`src/rtl/pin_grid_pkg.sv`:
```
// rtl/pin_grid_pkg.sv - shared types and geometry helpers for the pin grid sequencer
package pin_grid_pkg;

    localparam int DEF_ROWS    = 4;
    localparam int DEF_COLS    = 8;
    localparam int DEF_STEPS   = 16;
    localparam int DEF_DWELL_W = 16;

    typedef enum logic [1:0] {
        IDLE  = 2'd0,
        DWELL = 2'd1,
        DONE  = 2'd2
    } seq_state_t;

    function automatic int calc_npins(input int rows, input int cols);
        return rows * cols;
    endfunction

    function automatic int calc_aw(input int steps);
        return (steps <= 2) ? 1 : $clog2(steps);
    endfunction

    // Step record at the default grid geometry.
    typedef struct packed {
        logic [DEF_ROWS*DEF_COLS-1:0] mask;
        logic [DEF_DWELL_W-1:0]       dwell;
    } step_t;

endpackage

```
`src/rtl/pin_step_mem.sv`:
```
// rtl/pin_step_mem.sv - step table register file, one write port, one async read port
module pin_step_mem
    import pin_grid_pkg::*;
#(
    parameter int STEPS   = DEF_STEPS,
    parameter int MASK_W  = DEF_ROWS * DEF_COLS,
    parameter int DWELL_W = DEF_DWELL_W,
    parameter int AW      = calc_aw(DEF_STEPS)
) (
    input  logic               clk,
    input  logic               rst_n,
    input  logic               wr_en,
    input  logic [AW-1:0]      wr_addr,
    input  logic [MASK_W-1:0]  wr_mask,
    input  logic [DWELL_W-1:0] wr_dwell,
    input  logic [AW-1:0]      rd_addr,
    output logic [MASK_W-1:0]  rd_mask,
    output logic [DWELL_W-1:0] rd_dwell
);

    logic [MASK_W-1:0]  mask_q  [STEPS];
    logic [MASK_W-1:0]  mask_d  [STEPS];
    logic [DWELL_W-1:0] dwell_q [STEPS];
    logic [DWELL_W-1:0] dwell_d [STEPS];
    logic               in_range;

    // Out-of-range addresses are accepted upstream but land nowhere.
    assign in_range = ({1'b0, wr_addr} < (AW+1)'(STEPS));

    always_comb begin
        mask_d  = mask_q;
        dwell_d = dwell_q;
        if (wr_en && in_range) begin
            mask_d[wr_addr]  = wr_mask;
            dwell_d[wr_addr] = wr_dwell;
        end
    end

    always_ff @(posedge clk or negedge rst_n) begin
        if (!rst_n) begin
            for (int i = 0; i < STEPS; i++) begin
                mask_q[i]  <= '0;
                dwell_q[i] <= '0;
            end
        end else begin
            mask_q  <= mask_d;
            dwell_q <= dwell_d;
        end
    end

    assign rd_mask  = mask_q[rd_addr];
    assign rd_dwell = dwell_q[rd_addr];

endmodule

```
`src/rtl/pin_grid_sequencer.sv`:
```
// rtl/pin_grid_sequencer.sv - plays a table of pin-grid masks with per-step dwell
// Optional feature macro: PIN_LOCK_EN (per-pin lock register masking pin_drive).
module pin_grid_sequencer
    import pin_grid_pkg::*;
#(
    parameter int ROWS    = DEF_ROWS,
    parameter int COLS    = DEF_COLS,
    parameter int STEPS   = DEF_STEPS,
    parameter int DWELL_W = DEF_DWELL_W,
    localparam int NPINS  = calc_npins(ROWS, COLS),
    localparam int AW     = calc_aw(STEPS)
) (
    input  logic               clk,
    input  logic               rst_n,
    input  logic               wr_valid,
    output logic               wr_ready,
    input  logic [AW-1:0]      wr_addr,
    input  logic [NPINS-1:0]   wr_mask,
    input  logic [DWELL_W-1:0] wr_dwell,
    input  logic               start,
    input  logic [AW:0]        num_steps,
    input  logic               loop_en,
    input  logic               abort,
`ifdef PIN_LOCK_EN
    input  logic               lock_wr,
    input  logic [NPINS-1:0]   lock_mask,
`endif
    output logic [NPINS-1:0]   pin_drive,
    output logic [AW-1:0]      step_idx,
    output logic               busy,
    output logic               done
);

    seq_state_t         state_q, state_d;
    logic [DWELL_W-1:0] cnt_q, cnt_d;
    logic [AW-1:0]      idx_q, idx_d;
    logic [AW-1:0]      last_q, last_d;
    logic               loop_q, loop_d;
    logic [NPINS-1:0]   drive_q, drive_d;
    logic [AW-1:0]      rd_addr;
    logic [NPINS-1:0]   rd_mask;
    logic [DWELL_W-1:0] rd_dwell;
    logic [AW:0]        n_clamped;
    logic               go;
    logic               at_last;

    assign n_clamped = (num_steps > (AW+1)'(STEPS)) ? (AW+1)'(STEPS) : num_steps;
    assign go        = start && (num_steps != '0);
    assign at_last   = (idx_q == last_q);

    // Single read port: next step while advancing, otherwise step 0 (start or wrap).
    assign rd_addr = (state_q == DWELL && !at_last) ? idx_q + AW'(1) : '0;

    pin_step_mem #(
        .STEPS   (STEPS),
        .MASK_W  (NPINS),
        .DWELL_W (DWELL_W),
        .AW      (AW)
    ) u_mem (
        .clk      (clk),
        .rst_n    (rst_n),
        .wr_en    (wr_valid && wr_ready),
        .wr_addr  (wr_addr),
        .wr_mask  (wr_mask),
        .wr_dwell (wr_dwell),
        .rd_addr  (rd_addr),
        .rd_mask  (rd_mask),
        .rd_dwell (rd_dwell)
    );

    always_ff @(posedge clk or negedge rst_n) begin
        if (!rst_n) begin
            state_q <= IDLE;
            cnt_q   <= '0;
            idx_q   <= '0;
            last_q  <= '0;
            loop_q  <= 1'b0;
            drive_q <= '0;
        end else begin
            state_q <= state_d;
            cnt_q   <= cnt_d;
            idx_q   <= idx_d;
            last_q  <= last_d;
            loop_q  <= loop_d;
            drive_q <= drive_d;
        end
    end

    always_comb begin
        state_d = state_q;
        if (abort) begin
            state_d = IDLE;
        end else begin
            case (state_q)
                IDLE, DONE: if (go) state_d = DWELL;
                DWELL:      if (cnt_q == '0 && at_last && !loop_q) state_d = DONE;
                default:    state_d = IDLE;
            endcase
        end
    end

    always_comb begin
        cnt_d   = cnt_q;
        idx_d   = idx_q;
        last_d  = last_q;
        loop_d  = loop_q;
        drive_d = drive_q;
        if (abort) begin
            drive_d = '0;
            idx_d   = '0;
        end else begin
            case (state_q)
                IDLE, DONE: begin
                    if (go) begin
                        drive_d = rd_mask;
                        cnt_d   = rd_dwell;
                        idx_d   = '0;
                        last_d  = AW'(n_clamped - (AW+1)'(1));
                        loop_d  = loop_en;
                    end
                end
                DWELL: begin
                    if (cnt_q != '0) begin
                        cnt_d = cnt_q - DWELL_W'(1);
                    end else if (!at_last) begin
                        idx_d   = idx_q + AW'(1);
                        drive_d = rd_mask;
                        cnt_d   = rd_dwell;
                    end else if (loop_q) begin
                        idx_d   = '0;
                        drive_d = rd_mask;
                        cnt_d   = rd_dwell;
                    end else begin
                        drive_d = '0;
                    end
                end
                default: drive_d = '0;
            endcase
        end
    end

    assign busy     = (state_q == DWELL);
    assign done     = (state_q == DONE);
    assign wr_ready = !busy;
    assign step_idx = idx_q;

`ifdef PIN_LOCK_EN
    logic [NPINS-1:0] lock_q, lock_d;

    always_comb begin
        lock_d = lock_q;
        if (lock_wr) lock_d = lock_mask;
    end

    always_ff @(posedge clk or negedge rst_n) begin
        if (!rst_n) lock_q <= '0;
        else        lock_q <= lock_d;
    end

    assign pin_drive = drive_q & ~lock_q;
`else
    assign pin_drive = drive_q;
`endif

endmodule
```
`config.mk`:
```
export PLATFORM = sky130hd
export DESIGN_NAME = pin_grid_sequencer
export DESIGN_NICKNAME = d
export VERILOG_FILES = /design/src/rtl/pin_grid_pkg.sv /design/src/rtl/pin_step_mem.sv /design/src/rtl/pin_grid_sequencer.sv
export SDC_FILE = /design/constraint.sdc
export NUM_CORES = 1
export LEC_CHECK = 0
export BUFFER_PORTS_ARGS = -buffer_cell sky130_fd_sc_hd__buf_2
export CAP_MARGIN = 20
export CORE_MARGIN = 8
export CORE_UTILIZATION = 46
export CTS_CLUSTER_SIZE = 10
export DETAILED_ROUTE_END_ITERATION = 10
export PLACE_DENSITY = 0.67
export SETUP_SLACK_MARGIN = 0.4
export SLEW_MARGIN = 20
export SYNTH_ARGS = -nofsm -noshare
export SYNTH_HDL_FRONTEND = slang
export SYNTH_HIERARCHICAL = 1
export SYNTH_SLANG_ARGS = --single-unit
```
`constraint.sdc`:
```
create_clock -name clk -period 4.8 [get_ports clk]
set_input_delay 0.24 -clock clk [delete_from_list [all_inputs] [get_ports clk]]
set_output_delay 0.24 -clock clk [all_outputs]
set_load 0.005 [all_outputs]
```
==> flow_metrics.tcl <==
set metrics [dict create \
    status "finished clean" \
    avgSynthCellArea_sq_um 15.8 \
    post_drt_wl_per_cell_microns 27.4 \
    post-cts-setup-buffers 0 \
    clk_pin_slew_ns 0.06 \
    num_rows 104 \
    die_area_sq_um 90300 \
    final_nets 2478 \
    cts_root_buf "clkbuf_16" \
    clk_latency_ns 0.63 \
    initial_core_util_pct 46.4 \
    hpwl_microns 52900 \
    setup_ws_ns 1.08 \
    yosysWarnings 6 \
    synth.distinct_cells 61 \
    io_buffers 101 \
    grt_overflow_total 0 \
    power_density_nw_per_um2 464 \
    critPathBufInv 3 \
    worst_slew_pin_slew_ns 1.11 \
    final.setup.tns_ns 0 \
    synth-seq-area-share_pct 55.6 \
    path_delay_family "simple AND/OR/NAND/NOR gates" \
    final_antenna_net_count 0 \
    slowest_stage "mux4_2" \
    post-route-util_pct 51.7 \
    wirelength_microns 95900 \
    gp_congestion 0.788 \
    max_stage_delay_ns 0.54 \
    leakage_nw 17.7 \
    core_sq_um 80300 \
    final_max_slew_viol_count 0 \
    io_pins 102 \
    final_common_cell "dfrtp_1" \
    grt_pass1_wl_microns 150000 \
    drive_above_1_share_pct 51.6 \
    cts_tree "yes" \
    worstPathCellList "nand2b_1 -> inv_1 -> buf_4 -> nand2_1 -> nor2_4 -> buf_12 -> mux4_2 -> a22oi_1 -> nand2_1 -> a21oi_1 -> a31oi_1 -> o22a_1" \
    grt_pass1_vias 23700 \
    cts_buffers 94 \
    ys_ff_latch 827 \
    critPathKind "reg2reg" \
    setup_viol 0 \
    final_cell_mix "dfrtp_1, mux2_2, mux4_2, buf_2, a22oi_1" \
    track_usage_pct 21.5 \
    synthArstFlopShare_pct 100 \
    fin_total_pwr_w 0.0193 \
    start_kind "register" \
    cp_max_fo 36 \
    via_count 21300 \
    max_cap_viol_count 0 \
    required_ns 5.31 \
    hold_slack_ns 0.0541 \
    pre_cts_slack_ns 1.08 \
    die_h_microns 300 \
    arrival_ns 4.23 \
    synth_edf_count 0 \
    rsz0062_at_grt "no" \
    drt_iter0_markers 1519 \
    cp-end-kind "register" \
    period_share_pct 77.5 \
    die_w_microns 300 \
    slew_headroom_pct 26.2 \
    antenna_found_initial 12 \
    hold_violations 0 \
    clockBufferDepth 3 \
    syn-cell-area_sq_um 37200 \
    min_period_ns 3.72 \
    synth_flop_cell "dfrtp_1" \
    syn-num-nets 2429 \
    routed_via_density 6.08 \
    fmax_mhz 269 \
    syn_inst 2362 \
    hold_path.class "in2reg" \
    crit_top_cell "nand2_1" \
    cts_htree_levels 3 \
    fin_skew_ns 0.0186 \
    first_pass_iters 5 \
    drc 0 \
    syn2layout_area_growth_pct 11.4 \
    grt_max_degree 134 \
    clock_sinks 827 \
    ir_worst_vdd_uv 240 \
]
==> timing repair <==
item / CTS / global route
setup endpoints to repair: 0 / 0
hold buffers: 6 / 0
hold endpoints to repair: 96 / 0
resized for setup: 0 / 0
==> kinds of logic after synthesis <==
group	synth area share, %
muxes	35.4
DFF	55.6
buffers and inverters	2.76
AOI/OAI and AO/OA	4.02
and+or+nand+nor	1.93
xor gates and xnor gates	0.188
adders and majority gates	0.134
==> registers in the layout, summed over array words and instances, names as in the netlist <==
signal and flops:
u_mem/mask_q 512, last_q 4, u_mem/dwell_q 256, cnt_q 16, loop_q 1, step_idx 4, state_q 2, pin_drive 32
==> tightest hold or removal path: cells and delay by family <==
| kind | cells | cell delay, ns |
|---|---|---|
| AO/OA/AOI/OAI | 2 | 0.17 |
| AND/OR/NAND/NOR | 1 | 0.09 |
| buffers and inverters | 1 | 0.13 |
==> per-stage QoR <==
step / instances / instance area, sq um
floorplan: 2362 / 37200
CTS: 3492 / 41500
global route: 3494 / 41500
finish: 3497 / 41500
global placement: 3369 / 38900
detailed placement: 3369 / 38900
==> power by group <==
group          internal (W)  total, W  switching, W
sequential          0.00866   0.00955      0.000889
combinational       0.00220   0.00347       0.00128
clock               0.00358   0.00624       0.00265
total                0.0144    0.0193       0.00482
==> final cells by class <==
type                       instances  area [sq um]
sequential                       827         20700
fill                            6480         38800
antenna                            5          12.5
clock inverter                     5          50.0
inverter                           8          30.0
timing repair buffer             160          1240
clock buffer                     112          2480
multi-input combinational       1320         15600
tap                             1060          1330
==> layer usage <==
layer  GRT usage [%]  up-vias  wire length, microns
met1            28.5    11600                 40500
met3            3.90      182                  5110
met4            7.12        2                  2510
met5               0        -                    13
li1                -     8904                     -
met2            35.8      558                 47800
==> Yosys cell counts, types with 10 or more instances <==
master / count / area, sq um
a22o_1: 35 / 307
buf_2: 97 / 485
a21oi_1: 17 / 85.1
mux4_2: 192 / 4320
nor3_1: 14 / 70.1
nor2_1: 27 / 101
nand2_1: 59 / 221
o21ai_0: 15 / 75.1
dfrtp_1: 827 / 20700
a22oi_1: 97 / 728
mux2_2: 748 / 8420
clkbuf_1: 92 / 345
mux2_4: 21 / 315
buf_6: 10 / 113
==> final timing paths <==
check                                             start                            end  slack [ns]  cells after the start
setup / recovery                 state_q[0]$_DFFE_PN0P_           cnt_q[3]$_DFFE_PN0P_        1.08                     12
hold / removal                                    start         state_q[1]$_DFFE_PN0P_        0.05                      4
setup reg to reg                 state_q[0]$_DFFE_PN0P_           cnt_q[3]$_DFFE_PN0P_        1.08                     12
hold reg to reg            u_mem/mask_q[45]$_DFFE_PN0P_   u_mem/mask_q[45]$_DFFE_PN0P_        0.50                      1
max in group asynchronous                         rst_n  u_mem/mask_q[463]$_DFFE_PN0P_        3.20                      3
min in group asynchronous                         rst_n  u_mem/dwell_q[68]$_DFFE_PN0P_        0.26                      2
Power figures use the tool's default switching activity.
